File: src/rtl/grad_step_if.sv
// grad_step_if: handshake and data bundle for the grad_step_update stage.
//   Upstream side : in_valid, in_ready, pos_in[63:0], grad_in[63:0]
//   Downstream side: out_valid, out_ready, pos_out[63:0], converged, iter_count[7:0]
// Four signed 8.8 lanes per 64-bit vector: dim0 = [15:0] ... dim3 = [63:48].
// master: the environment that feeds vectors in and takes results out.
// slave : the grad_step_update block itself.
interface grad_step_if;
  logic        in_valid;
  logic        in_ready;
  logic [63:0] pos_in;
  logic [63:0] grad_in;
  logic        out_valid;
  logic        out_ready;
  logic [63:0] pos_out;
  logic        converged;
  logic [7:0]  iter_count;

  modport master (
    output in_valid, pos_in, grad_in, out_ready,
    input  in_ready, out_valid, pos_out, converged, iter_count
  );

  modport slave (
    input  in_valid, pos_in, grad_in, out_ready,
    output in_ready, out_valid, pos_out, converged, iter_count
  );
endinterface

File: src/rtl/grad_step_update.sv
// grad_step_update: one gradient-descent position step for a 4D vector.
// Each lane computes pos - (grad >>> LR_SHIFT), saturated to signed 8.8, using
// one shared subtract/saturate unit that walks dims 0..3 on consecutive cycles.
// Ports:
//   clk  - single rising-edge clock
//   rst  - synchronous active-high reset
//   bus  - grad_step_if.slave (input vector handshake, result handshake,
//          convergence flag, saturating handshake counter)
// Parameters:
//   LR_SHIFT    - learning rate exponent (1..8)
//   CONV_THRESH - 8.8 magnitude; |step| at or below it counts as converged
module grad_step_update #(
  parameter int          LR_SHIFT    = 4,
  parameter logic [15:0] CONV_THRESH = 16'h0004
) (
  input  logic        clk,
  input  logic        rst,
  grad_step_if.slave  bus
);

  typedef enum logic [1:0] {
    IDLE = 2'd0,
    CALC = 2'd1,
    HOLD = 2'd2
  } state_t;

  state_t      state_r;
  state_t      state_nxt_s;
  logic [1:0]  idx_r;
  logic [63:0] pos_lat_r;
  logic [63:0] grad_lat_r;
  logic [63:0] pos_out_r;
  logic        conv_acc_r;
  logic        converged_r;
  logic [7:0]  iter_count_r;

  logic [15:0] pos_lane_s;
  logic [15:0] grad_lane_s;
  logic [15:0] step_s;
  logic [16:0] diff_s;
  logic [15:0] result_s;
  logic        step_ok_s;

  // Clamp a 17-bit signed difference into the signed 16-bit range.
  function automatic logic [15:0] sat16(input logic [16:0] d);
    logic [15:0] r;
    case (d[16:15])
      2'b01:   r = 16'h7FFF;
      2'b10:   r = 16'h8000;
      default: r = d[15:0];
    endcase
    return r;
  endfunction

  // Magnitude of a signed 16-bit value at 17 bits so -32768 cannot overflow.
  function automatic logic [16:0] abs17(input logic [15:0] s);
    logic [16:0] e;
    logic [16:0] r;
    e = {s[15], s};
    if (e[16]) begin
      r = 17'd0 - e;
    end else begin
      r = e;
    end
    return r;
  endfunction

  // Select the current lane and run the shared shift/subtract/saturate unit.
  always_comb begin
    pos_lane_s  = 16'h0000;
    grad_lane_s = 16'h0000;
    case (idx_r)
      2'd0: begin pos_lane_s = pos_lat_r[15:0];  grad_lane_s = grad_lat_r[15:0];  end
      2'd1: begin pos_lane_s = pos_lat_r[31:16]; grad_lane_s = grad_lat_r[31:16]; end
      2'd2: begin pos_lane_s = pos_lat_r[47:32]; grad_lane_s = grad_lat_r[47:32]; end
      2'd3: begin pos_lane_s = pos_lat_r[63:48]; grad_lane_s = grad_lat_r[63:48]; end
      default: begin pos_lane_s = 16'h0000; grad_lane_s = 16'h0000; end
    endcase
    step_s    = $signed(grad_lane_s) >>> LR_SHIFT;
    diff_s    = {pos_lane_s[15], pos_lane_s} - {step_s[15], step_s};
    result_s  = sat16(diff_s);
    step_ok_s = (abs17(step_s) <= {1'b0, CONV_THRESH});
  end

  // Next-state decode.
  always_comb begin
    state_nxt_s = state_r;
    case (state_r)
      IDLE: begin
        if (bus.in_valid) begin
          state_nxt_s = CALC;
        end else begin
          state_nxt_s = IDLE;
        end
      end
      CALC: begin
        if (idx_r == 2'd3) begin
          state_nxt_s = HOLD;
        end else begin
          state_nxt_s = CALC;
        end
      end
      HOLD: begin
        if (bus.out_ready) begin
          state_nxt_s = IDLE;
        end else begin
          state_nxt_s = HOLD;
        end
      end
      default: state_nxt_s = IDLE;
    endcase
  end

  // State register.
  always_ff @(posedge clk) begin
    if (rst) begin
      state_r <= IDLE;
    end else begin
      state_r <= state_nxt_s;
    end
  end

  // Input latch, lane write-back, convergence accumulation and handshake counter.
  always_ff @(posedge clk) begin
    if (rst) begin
      idx_r        <= 2'd0;
      pos_lat_r    <= 64'h0;
      grad_lat_r   <= 64'h0;
      pos_out_r    <= 64'h0;
      conv_acc_r   <= 1'b0;
      converged_r  <= 1'b0;
      iter_count_r <= 8'd0;
    end else begin
      case (state_r)
        IDLE: begin
          if (bus.in_valid) begin
            pos_lat_r  <= bus.pos_in;
            grad_lat_r <= bus.grad_in;
            idx_r      <= 2'd0;
            conv_acc_r <= 1'b1;
          end
        end
        CALC: begin
          idx_r      <= idx_r + 2'd1;
          conv_acc_r <= conv_acc_r & step_ok_s;
          case (idx_r)
            2'd0:    pos_out_r[15:0]  <= result_s;
            2'd1:    pos_out_r[31:16] <= result_s;
            2'd2:    pos_out_r[47:32] <= result_s;
            2'd3:    pos_out_r[63:48] <= result_s;
            default: pos_out_r        <= pos_out_r;
          endcase
          // The last lane's verdict is folded in directly as HOLD is entered.
          if (idx_r == 2'd3) begin
            converged_r <= conv_acc_r & step_ok_s;
          end
        end
        HOLD: begin
          if (bus.out_ready && (iter_count_r != 8'hFF)) begin
            iter_count_r <= iter_count_r + 8'd1;
          end
        end
        default: idx_r <= 2'd0;
      endcase
    end
  end

  assign bus.in_ready   = (state_r == IDLE);
  assign bus.out_valid  = (state_r == HOLD);
  assign bus.pos_out    = pos_out_r;
  assign bus.converged  = converged_r;
  assign bus.iter_count = iter_count_r;

endmodule
File: src/flat_wrapper.sv
// flat-port wrapper written by rule: the top's interface ports become plain ports
module grad_step_update_flat 
#(
  parameter int          LR_SHIFT    = 4,
  parameter logic [15:0] CONV_THRESH = 16'h0004
)
  (clk, rst, bus_in_valid, bus_pos_in, bus_grad_in, bus_out_ready, bus_in_ready, bus_out_valid, bus_pos_out, bus_converged, bus_iter_count);
  grad_step_if bus_i ();
  input  logic clk;
  input  logic rst;
  input wire logic [$bits(bus_i.in_valid)-1:0] bus_in_valid;
  input wire logic [$bits(bus_i.pos_in)-1:0] bus_pos_in;
  input wire logic [$bits(bus_i.grad_in)-1:0] bus_grad_in;
  input wire logic [$bits(bus_i.out_ready)-1:0] bus_out_ready;
  output wire logic [$bits(bus_i.in_ready)-1:0] bus_in_ready;
  output wire logic [$bits(bus_i.out_valid)-1:0] bus_out_valid;
  output wire logic [$bits(bus_i.pos_out)-1:0] bus_pos_out;
  output wire logic [$bits(bus_i.converged)-1:0] bus_converged;
  output wire logic [$bits(bus_i.iter_count)-1:0] bus_iter_count;
  assign bus_i.in_valid = bus_in_valid;
  assign bus_i.pos_in = bus_pos_in;
  assign bus_i.grad_in = bus_grad_in;
  assign bus_i.out_ready = bus_out_ready;
  assign bus_in_ready = bus_i.in_ready;
  assign bus_out_valid = bus_i.out_valid;
  assign bus_pos_out = bus_i.pos_out;
  assign bus_converged = bus_i.converged;
  assign bus_iter_count = bus_i.iter_count;
  grad_step_update #(.LR_SHIFT(LR_SHIFT), .CONV_THRESH(CONV_THRESH)) u_core (.clk(clk), .rst(rst), .bus(bus_i));
endmodule
File: config.mk
export PLATFORM = sky130hd
export DESIGN_NAME = grad_step_update_flat
export DESIGN_NICKNAME = d
export VERILOG_FILES = /design/src/rtl/grad_step_if.sv /design/src/rtl/grad_step_update.sv /design/src/flat_wrapper.sv
export SDC_FILE = /design/constraint.sdc
export NUM_CORES = 1
export LEC_CHECK = 0
export ABC_AREA = 1
export BUFFER_PORTS_ARGS = -buffer_cell sky130_fd_sc_hd__buf_2
export CAP_MARGIN = 20
export CORE_MARGIN = 3
export CORE_UTILIZATION = 50
export DETAILED_ROUTE_END_ITERATION = 6
export HOLD_SLACK_MARGIN = 0.08
export PLACE_DENSITY = 0.77
export SLEW_MARGIN = 15
export SYNTH_ARGS = -nofsm -noshare
export SYNTH_HDL_FRONTEND = slang
export SYNTH_SLANG_ARGS = --single-unit
File: constraint.sdc
create_clock -name clk -period 5.7 [get_ports clk]
set_input_delay 0.57 -clock clk [delete_from_list [all_inputs] [get_ports clk]]
set_output_delay 0.57 -clock clk [all_outputs]
set_load 0.01 [all_outputs]
## Word-level counts from Yosys, hierarchy flattened

Cells that the tools add are included.
W data, S select, Z words.

| storage, ports and cells | value |
|---|---|
| output and inout port bits | 75 |
| bits in registers | 206 |

| operators by class | value |
|---|---|
| equality and inequality tests | 9 |
| reductions and logical operators | 12 |
| muxes and demuxes | 12 |
| bitwise operators | 2 |
| add/sub/neg operators | 4 |
| magnitude comparators | 1 |

Operators with widths:

| operator | count |
|---|---|
| $pmux W16 S4 | 2 |
| $pmux W16 S2 | 1 |
| $le A17 B3 Y1 const B | 1 |
| $mux W17 | 1 |
| $sub A16 B12 Y17 | 1 |
| $reduce_and A2 Y1 | 8 |
| $sub A1 B12 Y13 const A | 1 |
| $pmux W2 S3 | 2 |
| $add A8 B1 Y8 const B | 1 |
| $eq A2 B2 Y1 const B | 4 |
| $ne A8 B8 Y1 const B | 1 |
| $eq A2 B1 Y1 const B | 3 |
| $mux W2 | 3 |
| $logic_not A2 Y1 | 2 |
| $add A2 B1 Y2 const B | 1 |
| $mux W1 | 2 |
| $ne A2 B2 Y1 const B | 1 |
| $pmux W1 S2 | 1 |
| $reduce_bool A2 Y1 | 1 |
| $and A1 B1 Y1 | 1 |
| $logic_and A1 B1 Y1 | 1 |
| $not A1 Y1 | 1 |

## Logic depth before layout (Yosys ltp)

Gate-level depths: netlist (run 1).

| logic depth | value |
|---|---|
| depth after elaboration | 7 |
| gate-level depth with buffers | 28 |
| depth with buffers taken out | 26 |

## Least setup slack after synthesis (run 1)

No wires, ideal clock.

| timing path | value |
|---|---|
| kind | flip-flop to flip-flop |
| start point | register u_core.idx_r[0] |
| end point | register u_core.pos_out_r[0], in the netlist u_core.bus.pos_out[0] |
| required time | 5.586 ns |
| slack | 1.618 ns |
| cell stages (with the launch flop) | 27 |
| arrival time | 3.969 ns |
| path buffers | 5 |
| clock period less this slack | 4.082 ns |
| cell sequence | dfxtp_1 inv_1 ha_1 buf_6 inv_4 buf_6 buf_4 clkbuf_1 nor2_1 a31oi_1 ha_1 a21oi_1 inv_1 a21oi_1 inv_1 a21oi_1 nand2_1 nand4_1 nand2_1 xor2_1 ha_1 inv_1 nand2_1 clkbuf_1 nand2_1 o21bai_1 inv_1 |

| between the ends | value |
|---|---|
| word-level cells in the longest chain between the ends | 5 |
| elaborated cells between the ends (all ways) | 11 |
| those cells by class | add/sub (1); eq/ne (5); mux (3); reduce/logical (2) |

Ends and longest elaborated chain:

| element | line | text |
|---|---|---|
| start: declaration | grad_step_update.sv:29 | `logic [1:0] idx_r;` |
| start signal: assignment | grad_step_update.sv:144 | `idx_r <= idx_r + 2'd1;` |
| $eq A2 B2 Y1 (tied with other cells) | grad_step_update.sv:72 | `case (idx_r)` |
| $pmux W16 S4 | grad_step_update.sv:72 |  |
| $sub A16 B12 Y17 | grad_step_update.sv:80 | `diff_s = {pos_lane_s[15], pos_lane_s} - {step_s[15], step_s};` |
| $eq A2 B2 Y1 or $eq A2 B1 Y1 (tied branches) | grad_step_update.sv:47 | `case (d[16:15])` |
| $pmux W16 S2 | grad_step_update.sv:47 |  |
| end signal: assignment | grad_step_update.sv:147 | `2'd0: pos_out_r[15:0] <= result_s;` |
| end signal: assignment | grad_step_update.sv:151 | `default: pos_out_r <= pos_out_r;` |
| end: declaration | grad_step_update.sv:32 | `logic [63:0] pos_out_r;` |

Several ways; a longest one is shown, not always the timed one.
A chain may end at the register's enable or synchronous reset.

## Worst setup path in the final report (run 1)

| timing path | value |
|---|---|
| start point | register u_core.idx_r[1] |
| end point | register u_core.pos_out_r[25], in the netlist u_core.bus.pos_out[25] |

| between the ends | value |
|---|---|
| word-level cells in the longest chain between the ends | 5 |
| elaborated cells between the ends (all ways) | 11 |
| those cells by class | add/sub (1); eq/ne (5); mux (3); reduce/logical (2) |

Ends and longest elaborated chain:

| element | line | text |
|---|---|---|
| $eq A2 B2 Y1 (tied with other cells) | grad_step_update.sv:72 |  |
| $pmux W16 S4 | grad_step_update.sv:72 |  |
| $sub A16 B12 Y17 | grad_step_update.sv:80 |  |
| $eq A2 B2 Y1 or $eq A2 B1 Y1 (tied branches) | grad_step_update.sv:47 |  |
| $pmux W16 S2 | grad_step_update.sv:47 |  |
| end signal: assignment | grad_step_update.sv:148 | `2'd1: pos_out_r[31:16] <= result_s;` |
| end signal: assignment | grad_step_update.sv:151 |  |

Several ways; a longest one is shown, not always the timed one.

==> impl_metrics.tcl, run 1 <==
set metrics [dict create \
    dieHeight_um 140.0 \
    max_slew.worst_pin.slew_ns 1.057 \
    yosys-top-cells-area "dfxtp_1 42%, nor2_1 11%, o21ai_0 8.8%" \
    cts.sinks 190 \
    slew_violations 0 \
    cts_tree "built" \
    ir_drop_mv 0.2809 \
    grt_use_total_pct 23.75 \
    synthesis.area_sq_um 8980 \
    rsz0062_at_grt "no" \
    period_minus_slack_ns 4.512 \
    fmax_ghz 0.2216 \
    ctsHoldBuffers 0 \
    synth.distinct_cells 39 \
    drive_gt1_share_pct 19.19 \
    grt_pass1_vias 7903 \
    crit_path_max_incr_delay_ns 0.56 \
    crit_slowest_cell "ha_1" \
    arrival_ns 4.84 \
    p_per_area_nw_per_um2 388.1 \
    postCtsSetupBuffers 0 \
    synth_top_area_cell "dfxtp_1" \
    required_ns 6.03 \
    insertion_delay_ns 0.43 \
    p_leak_uw 0.005270 \
    setup_violations 0 \
    area_delta_synth_final_pct 18.62 \
    dr.pass1.iters 6 \
    critPathKind "reg -> reg" \
    post_dp_cell_area_sq_um 9996 \
    cts_buffer_depth 2 \
    diodes 0 \
    drv_cap 0 \
    antenna_found_initial 0 \
    finalHoldViolCount 0 \
    cp_max_fo 27 \
    finalInstanceArea_sq_um 10650 \
    antenna_left 0 \
    dp_hpwl_um 16730 \
    ys_ff_latch 190 \
    fillers 1628 \
    p_total_uw 4134 \
    synth_area_per_cell_sq_um 7.087 \
    crit_chain "inv_1 > ha_1 > buf_4 > a21oi_1 > a31oi_1 > ha_1 > nand2_1 > inv_1 > a21oi_1 > inv_1 > a21oi_1 > nand2_1 > nand4_1 > nand2_1 > xor2_1 > ha_1 > inv_1 > nand2_1 > buf_4 > nand3_1 > nand2_1 > inv_1" \
    die_x_um 140.0 \
    initial_core_util_pct 51.56 \
    clock-root-buffer "clkbuf_16" \
    clk_pin_slew_ns 0.07 \
    fin_crit_sh_pct 79.16 \
    tns_ns 0 \
    nNetsFinal 1570 \
    first_iter_violations 574 \
    coreArea_sq_um 17420 \
    ctsResizeCount 0 \
    synth_top_area_share_pct 42.36 \
    grt_pass1_wl_um 38300 \
    rows 48 \
    finClkSkew_ns 0.01216 \
    cts_buffers 17 \
    port-buffer-count 190 \
    synth_seq_area_share_pct 42.36 \
    htree_levels 4 \
    routedWlPerCell_um 14.30 \
    dieArea_sq_um 19600 \
    wl_um 23640 \
    drcViolationCount 0 \
    endpoint_kind "flop" \
    routed-via-count 8595 \
    status "complete, no violations" \
    synth_warnings 0 \
    overflow 0 \
    viasPerCell 5.200 \
    syn_nets 1422 \
    hp-class "in -> reg" \
    grt_max_degree 125 \
    io_pins 207 \
    cp-start-kind "flop" \
    slew-limit-headroom_pct 29.56 \
    gp_congestion 0.8355 \
    synthCells 1267 \
]
Yosys cell counts, drive strengths merged:
cell type	n
clkinv	1
nand2	194
xor2	2
xnor2	2
a21oi	53
or2	1
nor2	265
nand3	61
a22o	5
a211oi	2
ha	23
o21bai	25
nand4	6
a21o	3
clkbuf	58
o21ai	167
nand3b	1
a31oi	21
buf	16
o21a	37
inv	118
nor4	3
nor3	2
a21boi	1
dfxtp	190
o22ai	10
per-stage QoR:
step | setup slack [ns] | utilization, % | hold WS [ns] | instances
finish | 1.188 | 61.16 | 0.3858 | 1653
global route | 0.7249 | 61.16 | 0.3765 | 1653
CTS | 1.217 | 61.09 | 0.3763 | 1652
detailed placement | 1.268 | 57.39 | 0.4474 | 1620
global placement | 1.301 | 57.39 | 0.4392 | 1620
floorplan | 1.618 | - | 0.4245 | 1267
cell type report:
cell class              count  area [sq um]  share of cell area [%]
flip-flops and latches    190          3804                   35.71
inverters                 119         451.7                   4.241
multi-input cells         884          4418                   41.48
well taps                 225         281.5                   2.643
clock buffers              18         439.2                   4.123
clock inverters            14         205.2                   1.926
repair buffers            203          1052                   9.879
worst paths after layout:
check        slack (ns)                endpoint                   from  depth (start not counted)
min                0.39   u_core.grad_lat_r[25]        bus_grad_in[25]                          3
max reg2reg        1.19  u_core.bus.pos_out[25]        u_core.idx_r[1]                         22
max                1.19  u_core.bus.pos_out[25]        u_core.idx_r[1]                         22
min reg2reg        0.45   u_core.grad_lat_r[58]  u_core.grad_lat_r[58]                          2
registers in the layout (all words and copies together) (netlist names):
signal and cells:
u_core.grad_lat_r 48, u_core.bus.converged 1, u_core.conv_acc_r 1, u_core.idx_r 2, u_core.bus.iter_count 8, u_core.pos_lat_r 64, u_core.bus.pos_out 64, u_core.state_r 2
cell families (layout without fill, tap and decap cells):
family          count (synthesis)  in the layout  share of synthesized area (%)
compound gates                324            324                          21.15
flops                         190            190                          42.36
simple gates                  533            533                          24.40
xor+xnor                        4              4                         0.3902
buf+inv                       193            354                          8.499
fa+ha+maj                      23             23                          3.205
cell usage in the layout (no fill, tap or decap), types with 12 or more instances in the layout:
| master | netlist | layout |
|---|---|---|
| clkbuf_16 | 0 | 17 |
| ha_1 | 23 | 23 |
| a21oi_1 | 52 | 52 |
| o21ai_0 | 158 | 158 |
| buf_4 | 1 | 12 |
| inv_1 | 115 | 114 |
| nor2_1 | 262 | 261 |
| a31oi_1 | 21 | 21 |
| nand2_1 | 180 | 179 |
| o21a_1 | 37 | 37 |
| buf_2 | 8 | 190 |
| nand3_1 | 55 | 55 |
| nand2_2 | 12 | 13 |
| dfxtp_1 | 190 | 190 |
| o21bai_1 | 25 | 25 |
critical path: cells and delay by family, from the launching register on:
kind	cells	cell delay, ns
compound gates	4	0.71
buf+inv	7	1.05
fa+ha+maj	3	1.21
simple gates	7	0.92
flops	1	0.34
xor+xnor	1	0.16
power breakdown:
group,internal [uW],leakage (uW),switching (uW)
sequential,1430,0.00156,51.8
clock,758,0.000319,533
combinational,418,0.00339,947
total,2600,0.00527,1530
metal layers:
layer  up-vias  share of wire [%]  global-route usage [%]
met1      3916                 45                   31.63
met3        30                5.8                   4.165
met2       238                 48                   39.88
li1       4411                  -                       -
met4         0                1.8                   6.629
met5         -                  0                       0
No activity file was read; power rests on OpenSTA's default activity.
==> inputs of run 2 (changes only) <==
- CORE_UTILIZATION: 50 -> 49
- PLACE_DENSITY: 0.77 -> 0.79
- clock period: 5.7 -> 3.74 ns (I/O delays scaled with it)
==> run 2 against run 1 <==
Sequential share of layout area down 2.5 points. Core utilization up 4.0 points. Cell count up 2.8%. Largest cell class unchanged. Highest routed layer unchanged.
==> impl_metrics.tcl, run 2 (synthesis gave the netlist of run 1 again) <==
set metrics [dict create \
    routedWlPerCell_um 15.12 \
    htree_levels 4 \
    cts_buffers 17 \
    cts.sinks 190 \
    diodes 0 \
    overflow 0 \
    endpoint_kind "flop" \
    first_iter_violations 698 \
    routed-via-count 9077 \
    viasPerCell 5.343 \
    grt_pass1_wl_um 39530 \
    port-buffer-count 190 \
    antenna_found_initial 0 \
    slew_violations 0 \
    gp_congestion 0.8993 \
    slew-limit-headroom_pct 38.58 \
    cp_max_fo 13 \
    grt_pass1_vias 8310 \
    dieHeight_um 141.4 \
    dr.pass1.iters 6 \
    status "complete, no violations" \
    clk_pin_slew_ns 0.07 \
    coreArea_sq_um 17600 \
    p_leak_uw 0.005526 \
    grt_use_total_pct 24.25 \
    wl_um 25690 \
    drcViolationCount 0 \
    grt_max_degree 164 \
    insertion_delay_ns 0.43 \
    io_pins 207 \
    fin_crit_sh_pct 96.79 \
    period_minus_slack_ns 3.620 \
    finalHoldViolCount 0 \
    ir_drop_mv 0.4205 \
    cts_buffer_depth 2 \
    clock-root-buffer "clkbuf_16" \
    critPathKind "reg -> reg" \
    dieArea_sq_um 19990 \
    hp-class "in -> reg" \
    finalInstanceArea_sq_um 11470 \
    ctsHoldBuffers 0 \
    drive_gt1_share_pct 24.90 \
    die_x_um 141.4 \
    arrival_ns 3.94 \
    finClkSkew_ns 0.01059 \
    initial_core_util_pct 51.03 \
    rsz0062_at_grt "yes" \
    fillers 1470 \
    layout_commonest_cell "nor2_1" \
    cp-start-kind "flop" \
    final_core_util_pct 65.17 \
    dp_hpwl_um 17240 \
    setup_violations 0 \
    post_dp_cell_area_sq_um 10330 \
    final_cell_mix "257 x nor2_1, 190 x buf_2, 188 x dfxtp_1, 176 x nand2_1, 155 x o21ai_0" \
    p_per_area_nw_per_um2 574.5 \
    fmax_ghz 0.2762 \
    drv_cap 0 \
    area_delta_synth_final_pct 27.71 \
    nNetsFinal 1618 \
    required_ns 4.06 \
    cts_tree "built" \
    rows 48 \
    antenna_left 0 \
    max_slew.worst_pin.slew_ns 0.9213 \
]
## run 2: changes by cell type in the layout (fill, tap and decap cells not counted), moves of 6 or more
cell	delta
buf_12	+6
a21oi_1	-7
ha_4	+11
a31oi_1	-8
ha_1	-12
a21oi_2	+6
inv_1	-6
buf_4	+34
## run 2: layer usage
metal	track usage [%]	wire (um)	up-vias
met5	0	0	-
met1	31.47	11000	4215
met4	7.475	567	0
li1	-	-	4511
met3	4.179	1533	45
met2	41.41	12590	306
## run 2: cell type report
type	count	area, sq um	area share, %
clock buffers	18	439.2	3.829
well taps	225	281.5	2.455
multi-input cells	884	4770	41.59
repair buffers	251	1584	13.81
flip-flops and latches	190	3811	33.23
clock inverters	12	113.9	0.9928
inverters	119	469.2	4.091
## run 2: path summary, 6_finish.rpt
| check | end | slack, ns | cells after the start | start |
|---|---|---|---|---|
| max | u_core.bus.pos_out[51] | 0.12 | 21 | u_core.idx_r[0] |
| min | u_core.pos_lat_r[48] | 0.19 | 3 | bus_pos_in[48] |
| max reg2reg | u_core.bus.pos_out[51] | 0.12 | 21 | u_core.idx_r[0] |
| min reg2reg | u_core.grad_lat_r[61] | 0.46 | 2 | u_core.grad_lat_r[61] |
## run 2: critical path: stages, from the launching register on
cell and delay [ns]:
dfxtp_4 0.37, inv_4 0.09, ha_4 0.19, bufbuf_16 0.30, nand2_1 0.08, a31oi_2 0.27, ha_4 0.26, a21oi_1 0.21
o21ai_0 0.14, a21oi_2 0.14, nand2_1 0.08, nand4_1 0.08, nand2_1 0.08, xor2_1 0.16, ha_1 0.32, inv_2 0.10
buf_6 0.12, a21oi_1 0.03, o21ai_0 0.08, nand2_1 0.15, o21bai_1 0.18, inv_1 0.05
## run 2: where the power goes
part	total, uW	internal (uW)	switching [uW]	leakage (uW)
clock network	1720	934	787	0.000261
registers	2260	2170	89.3	0.00156
logic	2600	985	1620	0.00370
## run 2: stage by stage
step | cells | hold WS, ns | power, uW | TNS [ns] | setup WS [ns]
detailed placement | 1655 | 0.4460 | 4578 | -1.357 | -0.08316
finish | 1699 | 0.1940 | 6589 | 0 | 0.1200
floorplan | 1267 | 0.4245 | 3759 | 0 | 0.005804
CTS | 1691 | 0.1866 | 6325 | 0 | 0.003291
global placement | 1655 | 0.4387 | 4533 | 0 | 0.04254
global route | 1699 | 0.1960 | 6943 | -0.2864 | -0.04821
## run 2: timing repair
| item | CTS | global route |
|---|---|---|
| pin swaps | 4 | 15 |
| resized for setup | 9 | 68 |
| setup endpoints to repair | 57 | 64 |
| buffers inserted | 5 | 5 |
| endpoints found under the hold margin | 0 | 0 |
| gates cloned | 1 | 3 |
==> inputs of run 3 (changes only) <==
- CORE_ASPECT_RATIO: unset -> 0.75
- clock period: 3.74 -> 3.05 ns (I/O delays scaled with it)
==> run 3 against run 2 <==
The flow now finishes with violations (setup timing). Largest cell class unchanged. Hold slack worse by 0.078 ns. Critical path type unchanged. Critical endpoint is now u_core.bus.pos_out[7]. Clock skew is 0.0049 ns higher. Via count is 7.4% higher. Sequential share of layout area is 3.1 points lower. Combinational power is 85% higher. Total power is 47% higher. Cell count is 5.8% higher. Critical path depth is 2 higher.
==> impl_metrics.tcl, run 3 (synthesis gave the netlist of run 1 again) <==
set metrics [dict create \
    status "finished, violations left" \
    violations "setup timing" \
    ctsHoldBuffers 0 \
    routed-via-count 9752 \
    p_leak_uw 0.006040 \
    setup_violations 64 \
    finalHoldViolCount 0 \
    cts_buffers 17 \
    area_delta_synth_final_pct 40.85 \
    routedWlPerCell_um 16.28 \
    crit_chain "inv_4 > buf_12 > ha_4 > clkinv_8 > buf_4 > o21ai_0 > o22ai_1 > buf_4 > ha_1 > nand2_2 > nor2_4 > nand4_1 > nand2_1 > nand4_1 > nand2_2 > xor2_2 > ha_4 > inv_8 > a21oi_1 > o21ai_2 > nand3_1 > nand2_1 > inv_1" \
    diodes 0 \
    grt_pass1_vias 8801 \
    clock-root-buffer "clkbuf_16" \
    die_x_um 162.3 \
    crit_slowest_cell "ha_1" \
    max_slew.worst_pin.slew_ns 0.8808 \
    port-buffer-count 190 \
    grt_pass1_wl_um 43970 \
    endpoint_kind "flop" \
    cts.sinks 190 \
    initial_core_util_pct 50.41 \
    cts_tree "built" \
    slew_violations 0 \
    p_total_uw 9718 \
    coreArea_sq_um 17810 \
    slew-limit-headroom_pct 41.22 \
    layout_commonest_cell "nor2_1" \
    fin_crit_sh_pct 121.7 \
    fmax_ghz 0.2694 \
    gp_congestion 0.8896 \
    dp_hpwl_um 18810 \
    fin_hold_ws_ns 0.1159 \
    grt_max_degree 82 \
    cp-start-kind "flop" \
    crit_path_max_incr_delay_ns 0.40 \
    cts_buffer_depth 2 \
    period_minus_slack_ns 3.712 \
    rows 42 \
    first_iter_violations 937 \
    nNetsFinal 1697 \
    grt_use_total_pct 27.49 \
    dr.pass1.iters 6 \
    insertion_delay_ns 0.44 \
    antenna_found_initial 0 \
    wl_um 29250 \
    htree_levels 4 \
    required_ns 3.37 \
    drv_cap 0 \
    viasPerCell 5.427 \
    drive_gt1_share_pct 33.44 \
    p_per_area_nw_per_um2 768.3 \
    ir_drop_mv 0.5786 \
    rsz0062_at_grt "yes" \
    final_cell_mix "257 x nor2_1, 190 x buf_2, 188 x dfxtp_1, 154 x o21ai_0, 154 x nand2_1" \
    finClkSkew_ns 0.01550 \
    overflow 0 \
    clk_pin_slew_ns 0.07 \
    cp_max_fo 7 \
    dieHeight_um 123.2 \
    drcViolationCount 0 \
    arrival_ns 4.03 \
    setup_slack_ns -0.6620 \
    dieArea_sq_um 20000 \
    antenna_left 0 \
    hp-class "in -> reg" \
    critPathKind "reg -> reg" \
    io_pins 207 \
]
[run 3: cell count changes in the layout (fill, tap and decap cells not counted), moves of 8 or more]
cell	change
nand3_1	-23
buf_12	+9
nand2_1	-22
nand3_2	+16
a21oi_2	+8
nand2_2	+14
a21oi_1	-14
buf_4	+68
[run 3: critical path: cells and delay by family (launching register included)]
kind	cells	cell delay, ns
flip-flops	1	0.37
XOR/XNOR	1	0.22
buffers and inverters	7	0.67
AND/OR/NAND/NOR	8	1.09
AO/OA/AOI/OAI	4	0.39
adder cells (fa/ha/maj)	3	0.84
[run 3: routing by layer]
metal / vias up / wire length, um / track usage [%]
met5: - / 0 / 0
met4: 0 / 989 / 10.18
met3: 97 / 2472 / 6.028
met2: 482 / 13240 / 44.07
met1: 4498 / 12550 / 36.72
li1: 4675 / - / -
[run 3: layout make-up]
type                       instances  area, sq um
inverter                         119        476.7
clock buffer                      19        442.9
multi-input combinational        884         5210
tap                              242        302.8
clock inverter                    13        113.9
timing repair inverter             1        8.758
sequential                       190         3811
timing repair buffer             329         2282
fill                            1341         5166
[run 3: path summary, 6_finish.rpt]
check,from,end,slack (ns),depth (start not counted)
min,bus_grad_in[39],u_core.grad_lat_r[39],0.12,3
max reg2reg,u_core.idx_r[0],u_core.bus.pos_out[7],-0.66,23
max,u_core.idx_r[0],u_core.bus.pos_out[7],-0.66,23
min reg2reg,u_core.grad_lat_r[45],u_core.grad_lat_r[45],0.46,2
[run 3: where the power goes]
part | switching, uW | leakage [uW] | total [uW] | internal (uW)
combinational | 2740 | 0.00420 | 4800 | 2060
clock | 985 | 0.000274 | 2140 | 1150
sequential | 117 | 0.00156 | 2780 | 2670
[run 3: through the flow]
stage | cell area (sq um) | TNS, ns | util [%] | std cells | setup WS [ns]
global route | 12650 | -46.17 | 71.00 | 1797 | -0.7837
detailed placement | 10890 | -35.68 | 61.14 | 1726 | -0.6302
finish | 12650 | -37.90 | 71.00 | 1797 | -0.6620
global placement | 10890 | -31.56 | 61.14 | 1726 | -0.5379
floorplan | 9112 | -23.97 | - | 1267 | -0.4272
CTS | 12170 | -20.62 | 68.29 | 1784 | -0.3887
[run 3: what timing repair did]
| item | CTS | global route |
|---|---|---|
| pin swaps | 40 | 52 |
| hold endpoints to repair | 0 | 0 |
| setup buffers | 24 | 12 |
| gates resized for setup | 98 | 74 |
| setup endpoints to repair | 64 | 64 |
| gates cloned | 2 | 2 |
